### src/rtl/mdr_pkg.sv
// mdr_pkg: shared FSM state and access-size encodings for the MDR unit
package mdr_pkg;
   typedef enum logic [1:0] {IDLE, RD_WAIT, WR_WAIT, DONE} state_t;
   localparam logic [1:0] SZ_BYTE = 2'b00;
   localparam logic [1:0] SZ_HALF = 2'b01;
   localparam logic [1:0] SZ_WORD = 2'b10;
endpackage

### src/rtl/mdr_unit_if.sv
// mdr_unit_if: bus/memory/control signals of the MDR; master drives requests and memory responses, slave is the MDR
interface mdr_unit_if #(parameter int DATA_W = 32);
   logic [DATA_W-1:0] bus_mux_out;
   logic              mdr_in;
   logic              read;
   logic              write;
   logic [1:0]        size;
   logic              sign_ext;
   logic [1:0]        addr_lo;
   logic [DATA_W-1:0] mem_data_in;
   logic              mem_ack;
   logic              mem_rd;
   logic              mem_wr;
   logic [DATA_W-1:0] mem_data_out;
   logic [DATA_W-1:0] mdr_q;
   logic              busy;
   logic              done;
   logic              timeout_err;
   modport master (
      output bus_mux_out, mdr_in, read, write, size, sign_ext, addr_lo, mem_data_in, mem_ack,
      input  mem_rd, mem_wr, mem_data_out, mdr_q, busy, done, timeout_err
   );
   modport slave (
      input  bus_mux_out, mdr_in, read, write, size, sign_ext, addr_lo, mem_data_in, mem_ack,
      output mem_rd, mem_wr, mem_data_out, mdr_q, busy, done, timeout_err
   );
endinterface

### src/rtl/mdr_extract.sv
// mdr_extract: byte/half/word lane select with sign or zero extension (in: data,size,sign_ext,addr_lo; out: ext)
module mdr_extract
   import mdr_pkg::*;
#(
   parameter int DATA_W = 32
) (
   input  logic [DATA_W-1:0] data,
   input  logic [1:0]        size,
   input  logic              sign_ext,
   input  logic [1:0]        addr_lo,
   output logic [DATA_W-1:0] ext
);
   // sub-word lanes always come from the low 32 bits, zero-padded when DATA_W is narrower
   localparam int LW = DATA_W < 32 ? DATA_W : 32;
   logic [31:0] lo;
   logic [7:0]  b;
   logic [15:0] h;
   always_comb begin
      lo  = 32'(data[LW-1:0]);
      b   = lo[8*addr_lo +: 8];
      h   = lo[16*addr_lo[1] +: 16];
      ext = size == SZ_BYTE ? (sign_ext ? DATA_W'($signed(b)) : DATA_W'(b)) :
            size == SZ_HALF ? (sign_ext ? DATA_W'($signed(h)) : DATA_W'(h)) : data;
   end
endmodule

### src/rtl/mdr_unit.sv
// mdr_unit: memory data register with bus load, timed memory read/write handshake and done/busy control (ports: clk, clr async reset, bus slave modport)
module mdr_unit
   import mdr_pkg::*;
#(
   parameter int DATA_W  = 32,
   parameter int TIMEOUT = 15
) (
   input logic        clk,
   input logic        clr,
   mdr_unit_if.slave  bus
);
   localparam int CNT_W = $clog2(TIMEOUT + 1);
   state_t            state_q, state_d;
   logic [CNT_W-1:0]  cnt_q, cnt_d;
   logic [DATA_W-1:0] mdr_q, mdr_d, ext;
   logic [1:0]        size_q, size_d, alo_q, alo_d;
   logic              sx_q, sx_d, terr_q, terr_d;
   // extraction uses the access parameters captured at read acceptance
   mdr_extract #(.DATA_W(DATA_W)) u_ext (
      .data(bus.mem_data_in), .size(size_q), .sign_ext(sx_q), .addr_lo(alo_q), .ext(ext)
   );
   always_ff @(posedge clk or posedge clr) begin
      if (clr) begin
         state_q <= IDLE;
         cnt_q   <= '0;
         mdr_q   <= '0;
         size_q  <= SZ_WORD;
         sx_q    <= 1'b0;
         alo_q   <= 2'b00;
         terr_q  <= 1'b0;
      end else begin
         state_q <= state_d;
         cnt_q   <= cnt_d;
         mdr_q   <= mdr_d;
         size_q  <= size_d;
         sx_q    <= sx_d;
         alo_q   <= alo_d;
         terr_q  <= terr_d;
      end
   end
   always_comb begin
      state_d = state_q;
      cnt_d   = cnt_q;
      mdr_d   = mdr_q;
      size_d  = size_q;
      sx_d    = sx_q;
      alo_d   = alo_q;
      terr_d  = terr_q;
      case (state_q)
         IDLE:
            if (bus.read) begin
               size_d  = bus.size;
               sx_d    = bus.sign_ext;
               alo_d   = bus.addr_lo;
               cnt_d   = '0;
               terr_d  = 1'b0;
               state_d = RD_WAIT;
            end else if (bus.write) begin
               cnt_d   = '0;
               terr_d  = 1'b0;
               state_d = WR_WAIT;
            end else if (bus.mdr_in) mdr_d = bus.bus_mux_out;
         RD_WAIT, WR_WAIT:
            // an ack in the final counted cycle wins over the timeout
            if (bus.mem_ack) begin
               if (state_q == RD_WAIT) mdr_d = ext;
               state_d = DONE;
            end else if (cnt_q == CNT_W'(TIMEOUT - 1)) begin
               terr_d  = 1'b1;
               state_d = DONE;
            end else cnt_d = cnt_q + 1'b1;
         default: state_d = IDLE;
      endcase
   end
   assign bus.mem_rd       = state_q == RD_WAIT;
   assign bus.mem_wr       = state_q == WR_WAIT;
   assign bus.busy         = state_q == RD_WAIT || state_q == WR_WAIT;
   assign bus.done         = state_q == DONE;
   assign bus.mem_data_out = mdr_q;
   assign bus.mdr_q        = mdr_q;
   assign bus.timeout_err  = terr_q;
endmodule

### src/flat_wrapper.sv
// flat-port wrapper written by rule: the top's interface ports become plain ports
module mdr_unit_flat import mdr_pkg::*;
#(
   parameter int DATA_W  = 32,
   parameter int TIMEOUT = 15
)
  (clk, clr, bus_bus_mux_out, bus_mdr_in, bus_read, bus_write, bus_size, bus_sign_ext, bus_addr_lo, bus_mem_data_in, bus_mem_ack, bus_mem_rd, bus_mem_wr, bus_mem_data_out, bus_mdr_q, bus_busy, bus_done, bus_timeout_err);
  mdr_unit_if #(.DATA_W(DATA_W)) bus_i ();
  input logic clk;
  input logic clr;
  input wire logic [$bits(bus_i.bus_mux_out)-1:0] bus_bus_mux_out;
  input wire logic [$bits(bus_i.mdr_in)-1:0] bus_mdr_in;
  input wire logic [$bits(bus_i.read)-1:0] bus_read;
  input wire logic [$bits(bus_i.write)-1:0] bus_write;
  input wire logic [$bits(bus_i.size)-1:0] bus_size;
  input wire logic [$bits(bus_i.sign_ext)-1:0] bus_sign_ext;
  input wire logic [$bits(bus_i.addr_lo)-1:0] bus_addr_lo;
  input wire logic [$bits(bus_i.mem_data_in)-1:0] bus_mem_data_in;
  input wire logic [$bits(bus_i.mem_ack)-1:0] bus_mem_ack;
  output wire logic [$bits(bus_i.mem_rd)-1:0] bus_mem_rd;
  output wire logic [$bits(bus_i.mem_wr)-1:0] bus_mem_wr;
  output wire logic [$bits(bus_i.mem_data_out)-1:0] bus_mem_data_out;
  output wire logic [$bits(bus_i.mdr_q)-1:0] bus_mdr_q;
  output wire logic [$bits(bus_i.busy)-1:0] bus_busy;
  output wire logic [$bits(bus_i.done)-1:0] bus_done;
  output wire logic [$bits(bus_i.timeout_err)-1:0] bus_timeout_err;
  assign bus_i.bus_mux_out = bus_bus_mux_out;
  assign bus_i.mdr_in = bus_mdr_in;
  assign bus_i.read = bus_read;
  assign bus_i.write = bus_write;
  assign bus_i.size = bus_size;
  assign bus_i.sign_ext = bus_sign_ext;
  assign bus_i.addr_lo = bus_addr_lo;
  assign bus_i.mem_data_in = bus_mem_data_in;
  assign bus_i.mem_ack = bus_mem_ack;
  assign bus_mem_rd = bus_i.mem_rd;
  assign bus_mem_wr = bus_i.mem_wr;
  assign bus_mem_data_out = bus_i.mem_data_out;
  assign bus_mdr_q = bus_i.mdr_q;
  assign bus_busy = bus_i.busy;
  assign bus_done = bus_i.done;
  assign bus_timeout_err = bus_i.timeout_err;
  mdr_unit #(.DATA_W(DATA_W), .TIMEOUT(TIMEOUT)) u_core (.clk(clk), .clr(clr), .bus(bus_i));
endmodule
### config.mk
export PLATFORM = sky130hd
export DESIGN_NAME = mdr_unit_flat
export DESIGN_NICKNAME = d
export VERILOG_FILES = /design/src/rtl/mdr_pkg.sv /design/src/rtl/mdr_unit_if.sv /design/src/rtl/mdr_extract.sv /design/src/rtl/mdr_unit.sv /design/src/flat_wrapper.sv
export SDC_FILE = /design/constraint.sdc
export NUM_CORES = 1
export LEC_CHECK = 0
export BUFFER_PORTS_ARGS = -buffer_cell sky130_fd_sc_hd__clkbuf_2
export CORE_MARGIN = 4
export CORE_UTILIZATION = 43
export CTS_CLUSTER_SIZE = 16
export DETAILED_ROUTE_END_ITERATION = 10
export GPL_TIMING_DRIVEN = 0
export PLACE_DENSITY = 0.76
export SLEW_MARGIN = 0
export SYNTH_ARGS = -nofsm -noshare
export SYNTH_HDL_FRONTEND = slang
export SYNTH_SLANG_ARGS = --single-unit
### constraint.sdc
create_clock -name clk -period 1.85 [get_ports clk]
set_input_delay 0.2775 -clock clk [delete_from_list [all_inputs] [get_ports clk]]
set_output_delay 0.2775 -clock clk [all_outputs]
set_load 0.005 [all_outputs]
==> impl_metrics.env, run 1 <==
export IMPL_synth_edff_count=0
export IMPL_grt_max_degree=44
export IMPL_async_flop_share_pct=100
export IMPL_grt_pass1_vias=3314
export IMPL_vias_per_cell=5.42
export IMPL_grt_pass1_wl_um=15900
export IMPL_finalSetupViolCount=32
export IMPL_cts_tree="done"
export IMPL_final_nets=608
export IMPL_power_switching_uw=4580
export IMPL_worstPathRequired_ps=2070
export IMPL_clock_path_buffers=2
export IMPL_rows=31
export IMPL_routabilityCongestion=0.951
export IMPL_area_growth_pct=45.6
export IMPL_grt_usage_pct=22.9
export IMPL_switching_share_pct=43.7
export IMPL_power_density_nw_per_um2=2240
export IMPL_io_pins=144
export IMPL_port_buffers=143
export IMPL_drive_gt1_share_pct=53.9
export IMPL_drv_slew=0
export IMPL_seqPwrFrac_pct=17.8
export IMPL_antenna_found_initial=0
export IMPL_yosys_area_top_type="dfrtp_1"
export IMPL_dieHeight_um=94.5
export IMPL_final_area_um2=4690
export IMPL_comb_power_share_pct=76.0
export IMPL_hp_class="in2reg"
export IMPL_yosysTopAreaCellShare_pct=33.4
export IMPL_seq_area_frac_synth_pct=34.2
export IMPL_ys_warn_count=0
export IMPL_min_period_ps=1910
export IMPL_crit_arrival_ps=2130
export IMPL_drtIter0Drc=213
export IMPL_start_util_pct=44.4
export IMPL_violations="negative setup slack"
export IMPL_grt_remaining_overflow=0
export IMPL_netlist_instances=355
export IMPL_worstMarginPinSlew_ps=562
export IMPL_p_int_uw=5900
export IMPL_cts_root_buf="clkbuf_8"
export IMPL_r2r_setup_slack_ps=-60
export IMPL_synth_main_ff_cell="dfrtp_1"
export IMPL_wl_per_cell_um=16.8
export IMPL_postSynthAreaPerCell_um2=9.07
export IMPL_antenna_cells=0
export IMPL_syn_nets=439
export IMPL_setup_slack_ps=-57.5
export IMPL_crit_type="reg2reg"
export IMPL_post_route_drc_count=0
export IMPL_ys_seq_elements=44
export IMPL_cp_start_kind="flop"
export IMPL_finalSetupTns_ps=-861
export IMPL_cts_buffers=5
export IMPL_coreArea_um2=7250
export IMPL_finalCritPeriodShare_pct=103
export IMPL_leakagePower_uw=0.00239
export IMPL_status="finished, violations left"
export IMPL_clock_skew_ps=10.9
export IMPL_cp_end_kind="flop"
export IMPL_clock_sinks=44
export IMPL_path_max_fanout=5
export IMPL_syn_area_um2=3220
export IMPL_h_tree_depth=2
export IMPL_first_pass_iters=5
export IMPL_rsz0062_at_grt="yes"
export IMPL_chipWidth_um=94.5
export IMPL_path_clk_slew_ps=90
export IMPL_hold_viol=0
export IMPL_yosys_cell_types_count=39
export IMPL_p_clk_share_pct=6.2
export IMPL_relSlewSlack_pct=62.5
export IMPL_synthTopCellsByArea="dfrtp_1, buf_4, a22o_1, nor2_1, o211ai_2"
export IMPL_layout_cells_non_filler=624
export IMPL_dpl_hpwl_um=7660
export IMPL_peakVddDrop_v=0.000971
export IMPL_detail_route_antenna_nets=0
export IMPL_dieArea_um2=8940
export IMPL_max_cap_violations=0
export IMPL_dp_cells=598
export IMPL_min_path_cells=2
export IMPL_placed_area_um2=4100
export IMPL_fmax_mhz=524
export IMPL_rr_worst_depth=8
export IMPL_clk_latency_ps=310
export IMPL_holdWs_ps=192
export IMPL_totalWireLength_um=10500
export IMPL_num_vias=3381
==> placed cells by master (no fill, tap or decap), types with 2 or more instances in the layout <==
| master | instances |
|---|---|
| nor3_2 | 7 |
| nand3_1 | 4 |
| inv_2 | 2 |
| o211ai_2 | 10 |
| buf_12 | 7 |
| buf_4 | 42 |
| nor2b_1 | 9 |
| ha_1 | 7 |
| nor2_1 | 28 |
| or3_1 | 8 |
| dfrtp_1 | 41 |
| buf_2 | 7 |
| buf_6 | 9 |
| mux2_2 | 7 |
| nor2_2 | 7 |
| nor2_4 | 4 |
| mux2i_1 | 10 |
| dfrtp_2 | 2 |
| a22oi_1 | 7 |
| nor3_4 | 2 |
| nand2b_1 | 2 |
| clkbuf_2 | 146 |
| and3b_1 | 7 |
| clkbuf_8 | 6 |
| a221oi_2 | 6 |
| clkbuf_1 | 8 |
| o31ai_1 | 9 |
| a22o_1 | 23 |
| inv_1 | 14 |
| o21ai_0 | 10 |
| a221oi_4 | 2 |
| a211o_1 | 7 |
| a21oi_1 | 12 |
| nand2_1 | 21 |
| o211ai_1 | 8 |
==> power groups by stage <==
stage               Sequential [µW]  Clock [µW]  Combinational, µW
floorplan                      1850           0               4240
global placement               1860           0               5900
detailed placement             1890           0               6040
CTS                            1860         655               7440
global route                   1940         686               8580
finish                         1870         649               7970
==> per-stage QoR <==
step / utilization (%) / setup slack [ps] / power (µW)
6_report: 64.6 / -57.5 / 10500
5_1_grt: 64.6 / -132 / 11200
3_3_place_gp: 56.2 / -269 / 7760
3_5_place_dp: 56.5 / -374 / 7940
2_1_floorplan: - / -7.23 / 6090
4_1_cts: 63.0 / -8.43 / 9960
==> timing repair <==
item                                    in CTS  in global routing
hold buffers                                 1                  0
endpoints found under the setup margin      36                 36
pin swaps                                    9                 18
hold endpoints to repair                     1                  0
setup buffers                               15                  1
resized for setup                           41                 27
cloned                                       3                  1
==> sequential cells by signal, summed over array words and instances (netlist names) <==
signal	flops
u_core.bus.mdr_q	32
u_core.sx_q	1
u_core.state_q	2
u_core.cnt_q	4
u_core.size_q	2
u_core.bus.timeout_err	1
u_core.alo_q	2
==> synthesized netlist by cell type (2+ instances only) <==
cell type / count
dfrtp_1: 43
nor2_1: 39
buf_4: 35
a22o_1: 23
nand2_1: 21
inv_1: 17
a21oi_1: 13
buf_2: 11
clkbuf_1: 10
mux2i_1: 10
o211ai_2: 10
o21ai_0: 10
o31ai_1: 10
ha_1: 9
nor2b_1: 9
nor3_1: 9
a221oi_1: 8
o211ai_1: 8
or3_1: 8
a211o_1: 7
a22oi_1: 7
and3b_1: 7
mux2_2: 7
nand3_1: 5
buf_6: 4
nand2b_1: 2
==> layer usage <==
layer	GRT usage, %	wire length [µm]	vias up
met4	9.01	295	0
met3	4.30	825	26
li1	-	-	1583
met5	0	0	-
met1	27.8	4080	1618
met2	40.0	5300	154
==> cell families (layout without fill, tap and decap cells) <==
family,count (synthesis),count (layout),synth area share (%)
mux,18,18,6.02
flops,44,44,34.2
simple gates,107,107,17.0
fa+ha+maj,9,9,3.50
compound gates,100,100,24.9
buf+inv,77,247,14.4
==> critical path, stage by stage, from the launching register on <==
cell and delay [ps]:
dfrtp_2 420, inv_2 80, ha_4 220, nor2b_4 130
nand4b_1 230, buf_6 200, buf_12 130, buf_16 130
a221oi_4 260
==> worst paths after layout <==
check                             startpoint                   end
max                        u_core.state_q[1]  u_core.bus.mdr_q[11]
min                           bus_addr_lo[0]       u_core.alo_q[0]
max reg2reg                u_core.state_q[1]  u_core.bus.mdr_q[11]
min reg2reg                  u_core.cnt_q[2]       u_core.cnt_q[2]
max in group asynchronous                clr      u_core.size_q[1]
min in group asynchronous                clr   u_core.bus.mdr_q[2]
==> area by class of cell <==
type                            count  area [µm²]
Multi-Input combinational cell    234        1860
Clock inverter                      1        7.51
Clock buffer                        7        86.3
Tap cell                           99         124
Buffer                             58         440
Timing Repair Buffer              164        1000
Inverter                           17        66.3
Fill cell                         610        2560
Sequential cell                    44        1100
No activity file was read; power rests on OpenSTA's default activity.
==> inputs of run 2 (changes only) <==
- MAX_ROUTING_LAYER: default -> met4
==> run 2 against run 1 <==
The flow now finishes without violations. Combinational power is 9.0% lower. Die area stayed put. Total power is 7.2% lower. Count of clock-buffer cells in the layout is 1 higher. Global-route usage is 0.069 points lower.
==> impl_metrics.env, run 2 (synthesized netlist as in run 1, its figures left out) <==
export IMPL_drv_slew=0
export IMPL_top_regs="u_core.bus.mdr_q (32), u_core.cnt_q (4)"
export IMPL_power_switching_uw=4340
export IMPL_clock_sinks=44
export IMPL_final_area_um2=4480
export IMPL_final_nets=600
export IMPL_max_cap_violations=0
export IMPL_rows=31
export IMPL_clock_skew_ps=7.21
export IMPL_h_tree_depth=2
export IMPL_nFillCells=664
export IMPL_cts_buffers=5
export IMPL_cp_slowest_stage_delay_ps=400
export IMPL_setup_slack_ps=12.7
export IMPL_cp_end_kind="flop"
export IMPL_port_buffers=143
export IMPL_grt_usage_pct=22.8
export IMPL_coreArea_um2=7250
export IMPL_fmax_mhz=544
export IMPL_vias_per_cell=5.36
export IMPL_critical_path_top_delay_family="buffers and inverters"
export IMPL_wl_per_cell_um=16.4
export IMPL_clock_path_buffers=2
export IMPL_antenna_found_initial=0
export IMPL_area_growth_pct=39.1
export IMPL_placed_area_um2=4080
export IMPL_critPathBufInv=3
export IMPL_detail_route_antenna_nets=0
export IMPL_dieArea_um2=8940
export IMPL_finalSetupViolCount=0
export IMPL_grt_remaining_overflow=0
export IMPL_dieHeight_um=94.5
export IMPL_routabilityCongestion=0.979
export IMPL_rsz0062_at_grt="yes"
export IMPL_crit_arrival_ps=2040
export IMPL_grt_pass1_vias=3273
export IMPL_start_util_pct=44.4
export IMPL_largest_reg_flops=32
export IMPL_switching_share_pct=44.6
export IMPL_cp_cell_sequence="inv_2, ha_4, nor2b_4, nand4b_1, buf_6, buf_4, o31ai_2"
export IMPL_totalWireLength_um=10100
export IMPL_leakagePower_uw=0.00230
export IMPL_drive_gt1_share_pct=51.5
export IMPL_num_vias=3302
export IMPL_status="completed"
export IMPL_grt_pass1_wl_um=15600
export IMPL_antenna_cells=0
export IMPL_hold_viol=0
export IMPL_chipWidth_um=94.5
export IMPL_p_total_uw=9730
export IMPL_grt_max_degree=45
export IMPL_min_period_ps=1840
export IMPL_final_cell_mix="clkbuf_2, buf_4, dfrtp_1"
export IMPL_final_common_cell="clkbuf_2"
export IMPL_path_max_fanout=10
export IMPL_seqPwrFrac_pct=19.0
export IMPL_holdBufCountCts=0
export IMPL_top_register="u_core.bus.mdr_q"
export IMPL_crit_type="reg2reg"
export IMPL_first_pass_iters=5
export IMPL_cp_start_kind="flop"
export IMPL_finalCritPeriodShare_pct=99.3
export IMPL_hp_class="in2async"
export IMPL_post_place_ws_ps=-345
export IMPL_slowest_stage="dfrtp_1"
export IMPL_peakVddDrop_v=0.00101
export IMPL_drtIter0Drc=281
export IMPL_cts_tree="done"
export IMPL_worstMarginPinSlew_ps=953
export IMPL_io_pins=144
export IMPL_post_route_drc_count=0
export IMPL_path_clk_slew_ps=80
export IMPL_p_clk_share_pct=6.5
export IMPL_worstPathRequired_ps=2050
export IMPL_finalSetupTns_ps=0
export IMPL_p_int_uw=5390
export IMPL_dpl_hpwl_um=7660
export IMPL_clk_latency_ps=300
export IMPL_relSlewSlack_pct=36.3
export IMPL_cts_root_buf="clkbuf_8"
export IMPL_power_density_nw_per_um2=2170
export IMPL_comb_power_share_pct=74.5
-- run 2: stage by stage --
step                      hold slack [ps]  cells  util, %
after floorplan                       428    355        -
after CTS                             194    617     60.8
after global placement                473    597     56.2
final                                 169    616     61.8
after global routing                  213    616     61.8
after detailed placement              486    597     56.2
-- run 2: path summary, 6_finish.rpt --
| check | to | cells past startpoint | startpoint | slack (ps) |
|---|---|---|---|---|
| setup / recovery | u_core.bus.mdr_q[6] | 7 | u_core.state_q[0] | 10 |
| hold / removal | u_core.bus.mdr_q[2] | 2 | clr | 170 |
| setup reg to reg | u_core.bus.mdr_q[6] | 7 | u_core.state_q[0] | 10 |
| hold reg to reg | u_core.cnt_q[3] | 1 | u_core.cnt_q[3] | 510 |
| max in group asynchronous | u_core.bus.mdr_q[21] | 2 | clr | 1090 |
| min in group clk | u_core.size_q[1] | 2 | bus_size[1] | 220 |
-- run 2: timing repair --
item                                    4_1_cts  5_1_grt
buffers inserted                             12        0
resized for setup                            25       23
pin swaps                                     4        7
endpoints found under the setup margin       34       36
cloned                                        1        0
-- run 2: power by group through the flow --
| stage | clock, µW | sequential (µW) | combinational [µW] |
|---|---|---|---|
| 2_1_floorplan | 0 | 1850 | 4240 |
| 3_3_place_gp | 0 | 1860 | 5900 |
| 3_5_place_dp | 0 | 1890 | 6030 |
| 4_1_cts | 649 | 1850 | 6930 |
| 5_1_grt | 685 | 1920 | 7870 |
| 6_report | 631 | 1850 | 7250 |
-- run 2: area by class of cell --
| cell class | instances | area [µm²] | area share, % |
|---|---|---|---|
| multi-input cells | 234 | 1820 | 40.5 |
| flip-flops and latches | 44 | 1100 | 24.6 |
| repair buffers | 156 | 862 | 19.2 |
| plain buffers | 58 | 422 | 9.41 |
| well taps | 99 | 124 | 2.76 |
| clock buffers | 8 | 90.1 | 2.01 |
| inverters | 17 | 63.8 | 1.42 |
-- run 2: worst register-to-register path, cell delays in order (launching register included) --
cell	delay (ps)
dfrtp_1	400
inv_2	90
ha_4	230
nor2b_4	130
nand4b_1	230
buf_6	220
buf_4	190
o31ai_2	260
-- run 2: per-layer routing --
metal  part of all wire [%]  routed length (µm)  vias up  GRT usage (%)
li1                       -                   -     1561              -
met1                     39                3920     1579           27.3
met2                     52                5230      138           38.8
met3                    6.7                 675       24           3.27
met4                    3.0                 299        0           9.25
met5                      0                   0        -              -
